File: config.mk
export PLATFORM = sky130hd
export DESIGN_NAME = board_controller
export DESIGN_NICKNAME = d
export VERILOG_FILES = /design/src/rtl/board_pkg.sv /design/src/rtl/board_store.sv /design/src/rtl/board_controller.sv
export SDC_FILE = /design/constraint.sdc
export NUM_CORES = 1
export LEC_CHECK = 0
export CAP_MARGIN = 20
export CORE_ASPECT_RATIO = 1.5
export CORE_MARGIN = 2
export CORE_UTILIZATION = 45
export CTS_CLUSTER_DIAMETER = 30
export CTS_CLUSTER_SIZE = 8
export DETAILED_ROUTE_END_ITERATION = 7
export SYNTH_ARGS = -nofsm -noshare
export SYNTH_HDL_FRONTEND = slang
export SYNTH_SLANG_ARGS = --single-unit
File: constraint.sdc
create_clock -name clk -period 5.3 [get_ports clk]
set_input_delay 1.325 -clock clk [delete_from_list [all_inputs] [get_ports clk]]
set_output_delay 1.325 -clock clk [all_outputs]
set_load 0.01 [all_outputs]
File: src/rtl/board_pkg.sv
// rtl/board_pkg.sv - shared encodings, states and width helpers for the Connect-N board controller
package board_pkg;

    localparam logic [1:0] CMD_REDRAW = 2'b00;
    localparam logic [1:0] CMD_RIGHT  = 2'b01;
    localparam logic [1:0] CMD_LEFT   = 2'b10;
    localparam logic [1:0] CMD_DROP   = 2'b11;

    localparam int CELL_EMPTY = 0;

    typedef enum logic [2:0] {
        S_IDLE,
        S_CLR_MEM,
        S_CLR_DRAW,
        S_CUR_ERASE,
        S_CUR_DRAW,
        S_SCAN,
        S_DROP_DRAW,
        S_DONE
    } state_t;

    function automatic int clog2(input int value);
        int r;
        r = 0;
        while ((1 << r) < value) r++;
        return r;
    endfunction

    // Board rows are 1-based (row 0 is the cursor strip), so row 1 maps to address 0.
    function automatic int addr_of(input int row, input int col, input int cols);
        return (row - 1) * cols + col;
    endfunction

endpackage

File: src/rtl/board_store.sv
// rtl/board_store.sv - cell register file: one write port, combinational scan read, registered external read
module board_store #(
    parameter int DEPTH  = 42,
    parameter int CELL_W = 2,
    parameter int ADDR_W = 6
) (
    input  logic              i_clk,
    input  logic              i_clr,
    input  logic              i_we,
    input  logic [ADDR_W-1:0] i_waddr,
    input  logic [CELL_W-1:0] i_wdata,
    input  logic [ADDR_W-1:0] i_scan_addr,
    output logic [CELL_W-1:0] o_scan_data,
    input  logic [ADDR_W-1:0] i_rd_addr,
    output logic [CELL_W-1:0] o_rd_data
);

    logic [CELL_W-1:0] r_mem [DEPTH];
    logic [CELL_W-1:0] r_rd_data;

    assign o_scan_data = r_mem[i_scan_addr];
    assign o_rd_data   = r_rd_data;

    // The external read samples the array before this edge's write lands.
    always_ff @(posedge i_clk) begin
        if (i_clr) begin
            for (int i = 0; i < DEPTH; i++) r_mem[i] <= '0;
            r_rd_data <= '0;
        end else begin
            if (i_we) r_mem[i_waddr] <= i_wdata;
            r_rd_data <= (int'(i_rd_addr) < DEPTH) ? r_mem[i_rd_addr] : '0;
        end
    end

endmodule

File: src/rtl/board_controller.sv
// rtl/board_controller.sv - Connect-N board controller: cursor, turns, drop search and draw sequencing
module board_controller
    import board_pkg::*;
#(
    parameter int COLS    = 7,
    parameter int ROWS    = 6,
    parameter int PLAYERS = 2,
    localparam int DEPTH  = ROWS * COLS,
    localparam int COL_W  = clog2(COLS),
    localparam int ROW_W  = clog2(ROWS + 1),
    localparam int ADDR_W = clog2(DEPTH),
    localparam int CELL_W = clog2(PLAYERS + 1),
    localparam int PLY_W  = (clog2(PLAYERS) > 1) ? clog2(PLAYERS) : 1,
    localparam int MV_W   = clog2(DEPTH + 1)
) (
    input  logic              clk,
    input  logic              resetGame,
    input  logic              clear_req,
    input  logic              cmd_valid,
    input  logic [1:0]        cmd,
    output logic              cmd_ready,
    output logic              cmd_done,
    output logic              col_full,
    output logic              draw_valid,
    input  logic              draw_done,
    output logic [COL_W-1:0]  draw_col,
    output logic [ROW_W-1:0]  draw_row,
    output logic [CELL_W-1:0] draw_cell,
    output logic [PLY_W-1:0]  player,
    output logic [COL_W-1:0]  cursor,
    output logic [MV_W-1:0]   moves,
    output logic              board_full,
    output logic              last_valid,
    output logic [COL_W-1:0]  last_col,
    output logic [ROW_W-1:0]  last_row,
    input  logic [ADDR_W-1:0] rd_addr,
    output logic [CELL_W-1:0] rd_data
);

    state_t            r_state;
    logic [COL_W-1:0]  r_cursor, r_old_col, r_col, r_dr_col, r_last_col, r_draw_col;
    logic [ROW_W-1:0]  r_row, r_dr_row, r_last_row, r_draw_row;
    logic [PLY_W-1:0]  r_player;
    logic [MV_W-1:0]   r_moves;
    logic [ADDR_W-1:0] r_clr_addr;
    logic [CELL_W-1:0] r_draw_cell;
    logic              r_phase, r_draw_valid, r_cmd_done, r_col_full, r_last_valid;

    logic              w_we, w_scan_empty, w_draw_state, w_draw_ack;
    logic [ADDR_W-1:0] w_waddr, w_scan_addr;
    logic [CELL_W-1:0] w_wdata, w_scan_data, w_player_cell, w_dcell;
    logic [COL_W-1:0]  w_dcol;
    logic [ROW_W-1:0]  w_drow;

    board_store #(
        .DEPTH  (DEPTH),
        .CELL_W (CELL_W),
        .ADDR_W (ADDR_W)
    ) u_store (
        .i_clk       (clk),
        .i_clr       (resetGame),
        .i_we        (w_we),
        .i_waddr     (w_waddr),
        .i_wdata     (w_wdata),
        .i_scan_addr (w_scan_addr),
        .o_scan_data (w_scan_data),
        .i_rd_addr   (rd_addr),
        .o_rd_data   (rd_data)
    );

    assign w_player_cell = CELL_W'(r_player) + CELL_W'(1);
    assign w_scan_addr   = ADDR_W'(addr_of(int'(r_row), int'(r_col), COLS));
    assign w_scan_empty  = (w_scan_data == CELL_W'(CELL_EMPTY));
    assign w_draw_ack    = r_draw_valid && draw_done;

    always_comb begin
        w_we    = 1'b0;
        w_waddr = r_clr_addr;
        w_wdata = '0;
        if (r_state == S_CLR_MEM) begin
            w_we = 1'b1;
        end else if (r_state == S_SCAN && w_scan_empty) begin
            w_we    = 1'b1;
            w_waddr = w_scan_addr;
            w_wdata = w_player_cell;
        end
    end

    // Coordinates the current state wants drawn; latched when a request is raised.
    always_comb begin
        w_draw_state = 1'b1;
        w_dcol       = r_cursor;
        w_drow       = '0;
        w_dcell      = w_player_cell;
        case (r_state)
            S_CLR_DRAW: begin
                if (!r_phase) begin
                    w_dcol  = r_dr_col;
                    w_drow  = r_dr_row;
                    w_dcell = '0;
                end else begin
                    w_dcol  = '0;
                    w_dcell = CELL_W'(1);
                end
            end
            S_CUR_ERASE: begin
                w_dcol  = r_old_col;
                w_dcell = '0;
            end
            S_CUR_DRAW: begin
                w_dcol = r_cursor;
            end
            S_DROP_DRAW: begin
                if (!r_phase) begin
                    w_dcol = r_col;
                    w_drow = r_row;
                end
            end
            default: w_draw_state = 1'b0;
        endcase
    end

    always_ff @(posedge clk) begin
        if (resetGame) begin
            r_state      <= S_CLR_DRAW;
            r_cursor     <= '0;
            r_old_col    <= '0;
            r_col        <= '0;
            r_row        <= '0;
            r_dr_col     <= '0;
            r_dr_row     <= '0;
            r_phase      <= 1'b0;
            r_player     <= '0;
            r_moves      <= '0;
            r_clr_addr   <= '0;
            r_draw_valid <= 1'b0;
            r_draw_col   <= '0;
            r_draw_row   <= '0;
            r_draw_cell  <= '0;
            r_cmd_done   <= 1'b0;
            r_col_full   <= 1'b0;
            r_last_valid <= 1'b0;
            r_last_col   <= '0;
            r_last_row   <= '0;
        end else begin
            r_cmd_done   <= 1'b0;
            r_last_valid <= 1'b0;
            // One idle cycle separates consecutive requests: valid drops on the ack edge.
            if (w_draw_state) begin
                if (w_draw_ack) begin
                    r_draw_valid <= 1'b0;
                end else if (!r_draw_valid) begin
                    r_draw_valid <= 1'b1;
                    r_draw_col   <= w_dcol;
                    r_draw_row   <= w_drow;
                    r_draw_cell  <= w_dcell;
                end
            end
            case (r_state)
                S_IDLE: begin
                    r_col_full <= 1'b0;
                    if (clear_req) begin
                        r_clr_addr <= '0;
                        r_state    <= S_CLR_MEM;
                    end else if (cmd_valid) begin
                        case (cmd)
                            CMD_REDRAW: r_state <= S_CUR_DRAW;
                            CMD_RIGHT: begin
                                r_old_col <= r_cursor;
                                r_cursor  <= (r_cursor == COL_W'(COLS - 1)) ? '0 : r_cursor + COL_W'(1);
                                r_state   <= S_CUR_ERASE;
                            end
                            CMD_LEFT: begin
                                r_old_col <= r_cursor;
                                r_cursor  <= (r_cursor == '0) ? COL_W'(COLS - 1) : r_cursor - COL_W'(1);
                                r_state   <= S_CUR_ERASE;
                            end
                            default: begin
                                if (board_full) begin
                                    r_col_full <= 1'b1;
                                    r_state    <= S_DONE;
                                end else begin
                                    r_row   <= ROW_W'(ROWS);
                                    r_col   <= r_cursor;
                                    r_state <= S_SCAN;
                                end
                            end
                        endcase
                    end
                end
                S_CLR_MEM: begin
                    if (r_clr_addr == ADDR_W'(DEPTH - 1)) begin
                        r_cursor <= '0;
                        r_player <= '0;
                        r_moves  <= '0;
                        r_dr_row <= '0;
                        r_dr_col <= '0;
                        r_phase  <= 1'b0;
                        r_state  <= S_CLR_DRAW;
                    end else begin
                        r_clr_addr <= r_clr_addr + ADDR_W'(1);
                    end
                end
                S_CLR_DRAW: begin
                    if (w_draw_ack) begin
                        if (r_phase) begin
                            r_state <= S_DONE;
                        end else if (r_dr_col == COL_W'(COLS - 1)) begin
                            r_dr_col <= '0;
                            if (r_dr_row == ROW_W'(ROWS)) r_phase <= 1'b1;
                            else r_dr_row <= r_dr_row + ROW_W'(1);
                        end else begin
                            r_dr_col <= r_dr_col + COL_W'(1);
                        end
                    end
                end
                S_CUR_ERASE: if (w_draw_ack) r_state <= S_CUR_DRAW;
                S_CUR_DRAW:  if (w_draw_ack) r_state <= S_DONE;
                S_SCAN: begin
                    if (w_scan_empty) begin
                        r_last_col   <= r_col;
                        r_last_row   <= r_row;
                        r_last_valid <= 1'b1;
                        r_moves      <= r_moves + MV_W'(1);
                        r_phase      <= 1'b0;
                        r_state      <= S_DROP_DRAW;
                    end else if (r_row > ROW_W'(1)) begin
                        r_row <= r_row - ROW_W'(1);
                    end else begin
                        r_col_full <= 1'b1;
                        r_state    <= S_DONE;
                    end
                end
                S_DROP_DRAW: begin
                    if (w_draw_ack) begin
                        if (!r_phase) begin
                            r_player <= (r_player == PLY_W'(PLAYERS - 1)) ? '0 : r_player + PLY_W'(1);
                            r_phase  <= 1'b1;
                        end else begin
                            r_state <= S_DONE;
                        end
                    end
                end
                default: begin
                    r_cmd_done <= 1'b1;
                    r_state    <= S_IDLE;
                end
            endcase
        end
    end

    assign cmd_ready  = (r_state == S_IDLE) && !resetGame;
    assign cmd_done   = r_cmd_done;
    assign col_full   = r_col_full;
    assign draw_valid = r_draw_valid;
    assign draw_col   = r_draw_col;
    assign draw_row   = r_draw_row;
    assign draw_cell  = r_draw_cell;
    assign player     = r_player;
    assign cursor     = r_cursor;
    assign moves      = r_moves;
    assign board_full = (r_moves == MV_W'(DEPTH));
    assign last_valid = r_last_valid;
    assign last_col   = r_last_col;
    assign last_row   = r_last_row;

endmodule

==> results.toml, run 1 <==
[route]
wire_per_inst_um = 23.4
routed_via_density = 6.21
wirelength_mm = 31.5
drc = 0
drtAntennaViolNets = 0
num_vias = 8349
drtIter0Drc = 733
dr.pass1.iters = 5

[grt]
grt_pass1_vias = 8338
use_met2 = 0.495
busiest_layer = "met2"
antenna_found_initial = 0
grt_usage = 0.270
grt_use_met1 = 0.289
grt_pass1_wl_mm = 48.3
grt_start_max_net_pins = 42
grt_overflow = 0
use_met3 = 0.0410

[synth]
yosys_warnings = 0
synth_area_leaders = "edfxtp_1, dfxtp_1, mux4_2"
synth.largest_area_cell = "edfxtp_1"
yosys.area_share.simple = 0.185
synth-xor-area-share = 0.00936
synth_top_family_by_area = "simple AND/OR/NAND/NOR gates"
netlist_instances = 1004
avgSynthCellArea_um2 = 10.3
synth-adder-area-share = 0.0386
synth_mux_area_frac = 0.111
syn_area_mm2 = 0.0103
ys_ff_latch = 183
async_flop_share = 0
yosysSeqAreaShare = 0.480
syn_nets = 1047
synth_top_cell_area_share = 0.373
synth_compound_area_frac = 0.133
ys_types = 75
synth_ff_type = "edfxtp_1"
synth_edf_count = 128

[critical_path]
crit_fanout = 7
cpMostUsedCell = "ha_1"
crit_family = "adder cells"
endpoint_kind = "register"
cp.required_ns = 5.48
cp-start-kind = "register"
critPathBufInv = 4
max_stage_delay_ns = 0.54
path_cells = "inv_1 > ha_1 > xor2_2 > ha_1 > fa_1 > ha_1 > ha_1 > and3_1 > o21ai_0 > o211ai_1 > nand4b_1 > nand4_1 > buf_4 > nor4_1 > buf_4 > o21ai_1 > buf_4 > nor2_1"
worst_path_max_delay_cell = "o21ai_1"
criticalPathCategory = "register to register"
cp_data_arrival_time_ns = 5.18

[timing]
finalMaxSlewViolations = 0
timing.final.crit_period_ns = 5.00
max-slew-margin-rel = 0.381
hold_ws_ns = 0.455
skew_ns = 0.00948
finalHoldViolations = 0
worstMarginPinSlew_ns = 0.922
setup_tns_ns = 0
rsz0062_at_grt = "false"
min_period_over_period = 0.944
fmax_mhz = 200
setup_viol = 0

[clocking]
cts_sinks = 183
ctsHoldBuffers = 0
numCtsBuffers = 17
cts.reportedPaths.clkPinSlew_ns = 0.06
clk_latency_ns = 0.45
clock_path_buffers = 2
root_buffer = "clkbuf_16"
htree_num_levels = 4
cts_tree = "yes"

[cells_and_area]
syn_to_final_growth_pct = 15.4
drive_gt1_frac = 0.161
utilization = 0.531
mostFrequentLayoutCells = "nor2_1, edfxtp_1, buf_4, o21ai_0"
n_antenna_cell = 0
stdcell_count = 1344
mostFrequentLayoutCell = "nor2_1"
nNetsFinal = 1098

[power]
power.density_mw_per_mm2 = 249
leakagePower_uw = 0.00415
ir_drop_mv = 0.179

[place]
dp_hpwl_mm = 23.9
dp_cells = 1310
numPortBuffers = 44
gp_congestion = 0.912

[die]
coreArea_mm2 = 0.0224
die_area_mm2 = 0.0241
die_w_um = 128
io_pins = 45
dieHeight_um = 189
rows = 67
initial_core_util = 0.460

[hold_path]
min_path_type = "register to register"

[outcome]
status = "finished clean"

[job]
cap_violations = 0
==> synth_stat cells, types with 6 or more instances <==
| cell | instances |
|---|---|
| a211o_1 | 7 |
| a211oi_1 | 15 |
| a21o_1 | 18 |
| a21oi_1 | 47 |
| a31oi_1 | 11 |
| buf_1 | 6 |
| buf_2 | 14 |
| clkbuf_1 | 46 |
| dfxtp_1 | 55 |
| edfxtp_1 | 128 |
| ha_1 | 27 |
| inv_1 | 28 |
| mux2i_1 | 14 |
| mux4_2 | 44 |
| nand2_1 | 55 |
| nand2b_1 | 7 |
| nand3_1 | 21 |
| nand4_1 | 6 |
| nor2_1 | 204 |
| nor2b_1 | 13 |
| nor3_1 | 41 |
| nor3b_1 | 6 |
| nor4_1 | 14 |
| o21ai_0 | 58 |
| or2_2 | 10 |
| or3_1 | 9 |
| xnor2_1 | 6 |
==> timing repair <==
| item | 4_1_cts | 5_1_grt |
|---|---|---|
| buffers inserted | 0 | 2 |
| setup endpoints to repair | 0 | 105 |
| gates resized for setup | 0 | 15 |
==> path summary, 6_finish.rpt <==
path         slack, ns             endpoint        start  cells past startpoint
min reg2reg       0.45          last_col[1]  last_col[1]                      2
min               0.45          last_col[1]  last_col[1]                      2
max reg2reg       0.30  u_store.r_mem[7][1]     r_row[0]                     18
max               0.30  u_store.r_mem[7][1]     r_row[0]                     18
==> cells by family after synthesis <==
family,after synthesis
and+or+nand+nor,411
AOI/OAI and AO/OA,208
DFF,183
buffers and inverters,102
muxes,59
adders and majority gates,30
xor gates and xnor gates,11
==> area by class of cell <==
| cell class | instances | area (um2) |
|---|---|---|
| sequential | 183 | 4940 |
| tap | 276 | 345 |
| clock inverter | 13 | 131 |
| multi-input combinational | 719 | 5000 |
| fill | 2028 | 10500 |
| timing repair buffer | 105 | 913 |
| clock buffer | 19 | 433 |
| inverter | 29 | 109 |
==> where the power goes <==
| part | total (uW) | switching, uW | internal, uW |
|---|---|---|---|
| registers | 1560 | 18.2 | 1550 |
| clock network | 1240 | 545 | 691 |
| logic | 155 | 82.2 | 72.4 |
| total | 2950 | 645 | 2310 |
==> worst reg2reg max path, cell delays in order, from the launching register on <==
cell and delay, ns:
dfxtp_1 0.33, inv_1 0.06, ha_1 0.23, xor2_2 0.17, ha_1 0.31, fa_1 0.46, ha_1 0.30, ha_1 0.39
and3_1 0.21, o21ai_0 0.31, o211ai_1 0.25, nand4b_1 0.25, nand4_1 0.20, buf_4 0.16, nor4_1 0.04, buf_4 0.19
o21ai_1 0.54, buf_4 0.28, nor2_1 0.06
==> state kept, by name, indices dropped and copies added, names as in the netlist, 2 cells and up <==
name / cells
u_store.r_mem: 128
moves: 6
r_clr_addr: 6
cursor: 3
draw_col: 3
draw_row: 3
last_col: 3
last_row: 3
r_col: 3
r_dr_col: 3
r_dr_row: 3
r_old_col: 3
r_row: 3
r_state: 3
draw_cell: 2
u_store.o_rd_data: 2
==> metrics by stage <==
| stage | total power (uW) | setup slack [ns] | cell area, um2 |
|---|---|---|---|
| after CTS | 2970 | 0.0799 | 11800 |
| after floorplan | 1690 | 0.124 | 10300 |
| after global placement | 1750 | 0.138 | 11200 |
| after global routing | 3030 | 0.0170 | 11900 |
| final | 2950 | 0.296 | 11900 |
| after detailed placement | 1750 | 0.121 | 11200 |
==> metal layers <==
| metal | wire (um) | vias to the layer above | share of wire |
|---|---|---|---|
| met2 | 16800 | 339 | 0.53 |
| met1 | 11100 | 4075 | 0.35 |
| met3 | 1600 | 106 | 0.051 |
| met4 | 2000 | 0 | 0.063 |
| met5 | 0 | - | 0 |
| li1 | - | 3829 | - |
(Power assumes the default switching activity.)
==> run 2: changes to the inputs <==
--- a/config.mk
+++ b/config.mk
@@ -12,6 +12,7 @@
 export CTS_CLUSTER_DIAMETER = 30
 export CTS_CLUSTER_SIZE = 8
 export DETAILED_ROUTE_END_ITERATION = 7
+export SKIP_CTS_REPAIR_TIMING = 1
 export SYNTH_ARGS = -nofsm -noshare
 export SYNTH_HDL_FRONTEND = slang
 export SYNTH_SLANG_ARGS = --single-unit
==> constraint.sdc (replaced) <==
create_clock -name clk -period 6.2 [get_ports clk]
set_input_delay 1.55 -clock clk [delete_from_list [all_inputs] [get_ports clk]]
set_output_delay 1.55 -clock clk [all_outputs]
set_load 0.01 [all_outputs]
==> run 2 against run 1 <==
  * Flip-flop and latch count stayed put
  * First-iteration DRC count shrank 12%
  * Die area unchanged
  * Global-route usage is 1.0 points lower
  * Wire length down 2.8%
  * Sequential share of layout area grew 0.91 points
  * Combinational power is 17% lower
  * Critical endpoint is now u_store.r_mem[25][1]
  * Largest power group unchanged
==> results.toml, run 2 (synthesized netlist as in run 1, its figures left out) <==
[clocking]
cts_tree = "yes"
root_buffer = "clkbuf_16"
numCtsBuffers = 17
clk_latency_ns = 0.44
clock_path_buffers = 2
cts_sinks = 183
cts.reportedPaths.clkPinSlew_ns = 0.07
htree_num_levels = 4

[grt]
grt_start_max_net_pins = 36
grt_usage = 0.260
grt_overflow = 0
grt_pass1_vias = 8189
antenna_found_initial = 0
grt_pass1_wl_mm = 47.0

[job]
cap_violations = 0

[cells_and_area]
final_cell_area_mm2 = 0.0116
mostFrequentLayoutCells = "nor2_1, edfxtp_1, o21ai_0, nand2_1, dfxtp_1"
mostFrequentLayoutCell = "nor2_1"
n_fill_cell = 2026
largest_reg_flops = 128
syn_to_final_growth_pct = 12.9
nNetsFinal = 1071
drive_gt1_frac = 0.129
top_register = "u_store.r_mem"
n_antenna_cell = 0

[hold_path]
min_path_type = "register to register"

[critical_path]
cp.required_ns = 6.31
criticalPathCategory = "register to register"
cp-start-kind = "register"
crit_fanout = 23
endpoint_kind = "register"
cp_data_arrival_time_ns = 5.93

[die]
die_w_um = 128
initial_core_util = 0.460
rows = 67
io_pins = 45
dieHeight_um = 189
coreArea_mm2 = 0.0224
die_area_mm2 = 0.0241

[power]
leakagePower_uw = 0.00402
ir_drop_mv = 0.174
switching_share = 0.212
p_comb_frac = 0.050
p_clk_frac = 0.439
switchingPower_uw = 555
power.density_mw_per_mm2 = 225
internal-power_uw = 2060
power_frac_seq = 0.511

[outcome]
status = "finished clean"

[timing]
timing.final.crit_period_ns = 5.83
setup_tns_ns = 0
fmax_mhz = 172
finalMaxSlewViolations = 0
min_period_over_period = 0.940
setup_viol = 0
max-slew-margin-rel = 0.301
worstMarginPinSlew_ns = 1.04
finalHoldViolations = 0
skew_ns = 0.0130
rsz0062_at_grt = "false"

[route]
drtIter0Drc = 643
drtAntennaViolNets = 0
drc = 0
routed_via_density = 6.25
dr.pass1.iters = 7
wire_per_inst_um = 23.2
num_vias = 8235
wirelength_mm = 30.6

[place]
numPortBuffers = 44
dp_hpwl_mm = 22.9
gp_congestion = 0.933
placed_area_mm2 = 0.0110
==> run 2: per-layer routing <==
layer,track usage,share of wire
met1,0.277,0.36
met2,0.484,0.54
met3,0.0379,0.044
met4,0.144,0.052
met5,0,0
==> run 2: final timing paths <==
path              slack (ns)   startpoint              endpoint  depth (start not counted)
setup / recovery        0.37     r_row[0]  u_store.r_mem[25][1]                         17
hold / removal          0.46  last_row[0]           last_row[0]                          2
setup reg to reg        0.37     r_row[0]  u_store.r_mem[25][1]                         17
hold reg to reg         0.46  last_row[0]           last_row[0]                          2
==> run 2: final cells by class <==
type	instances	area, um2	share of cell area
multi-input cells	719	4920	0.424
clock buffers	21	440	0.0379
inverters	29	109	0.00936
flip-flops and latches	183	4940	0.425
clock inverters	11	174	0.0150
well taps	276	345	0.0297
repair buffers	78	686	0.0590
==> run 2: critical path: stages, from the launching register on <==
cell      delay, ns
dfxtp_1        0.48
inv_1          0.11
ha_1           0.29
xor2_1         0.28
ha_1           0.31
fa_1           0.46
ha_1           0.30
ha_1           0.40
xor2_1         0.23
buf_4          0.21
or3_1          0.38
o221ai_1       0.24
nand4_1        0.29
buf_4          0.32
nor2_2         0.42
buf_4          0.27
a31oi_1        0.17
o21ai_0        0.32
==> run 2: metrics by stage <==
step | total power [uW] | hold slack, ns | std cells | setup slack (ns) | util
final | 2610 | 0.455 | 1317 | 0.373 | 0.519
after global routing | 2680 | 0.473 | 1317 | 0.00185 | 0.519
after CTS | 2620 | 0.458 | 1317 | 0.324 | 0.519
after detailed placement | 1490 | 0.449 | 1285 | 0.352 | 0.492
after global placement | 1490 | 0.448 | 1285 | 0.530 | 0.492
after floorplan | 1440 | 0.449 | 1004 | 1.02 | -
==> run 2: power by group through the flow <==
stage	clock network [uW]	logic [uW]	registers [uW]
after floorplan	0	86.4	1360
after global placement	0	128	1360
after detailed placement	0	129	1360
after CTS	1160	130	1340
after global routing	1200	139	1340
final	1150	129	1340
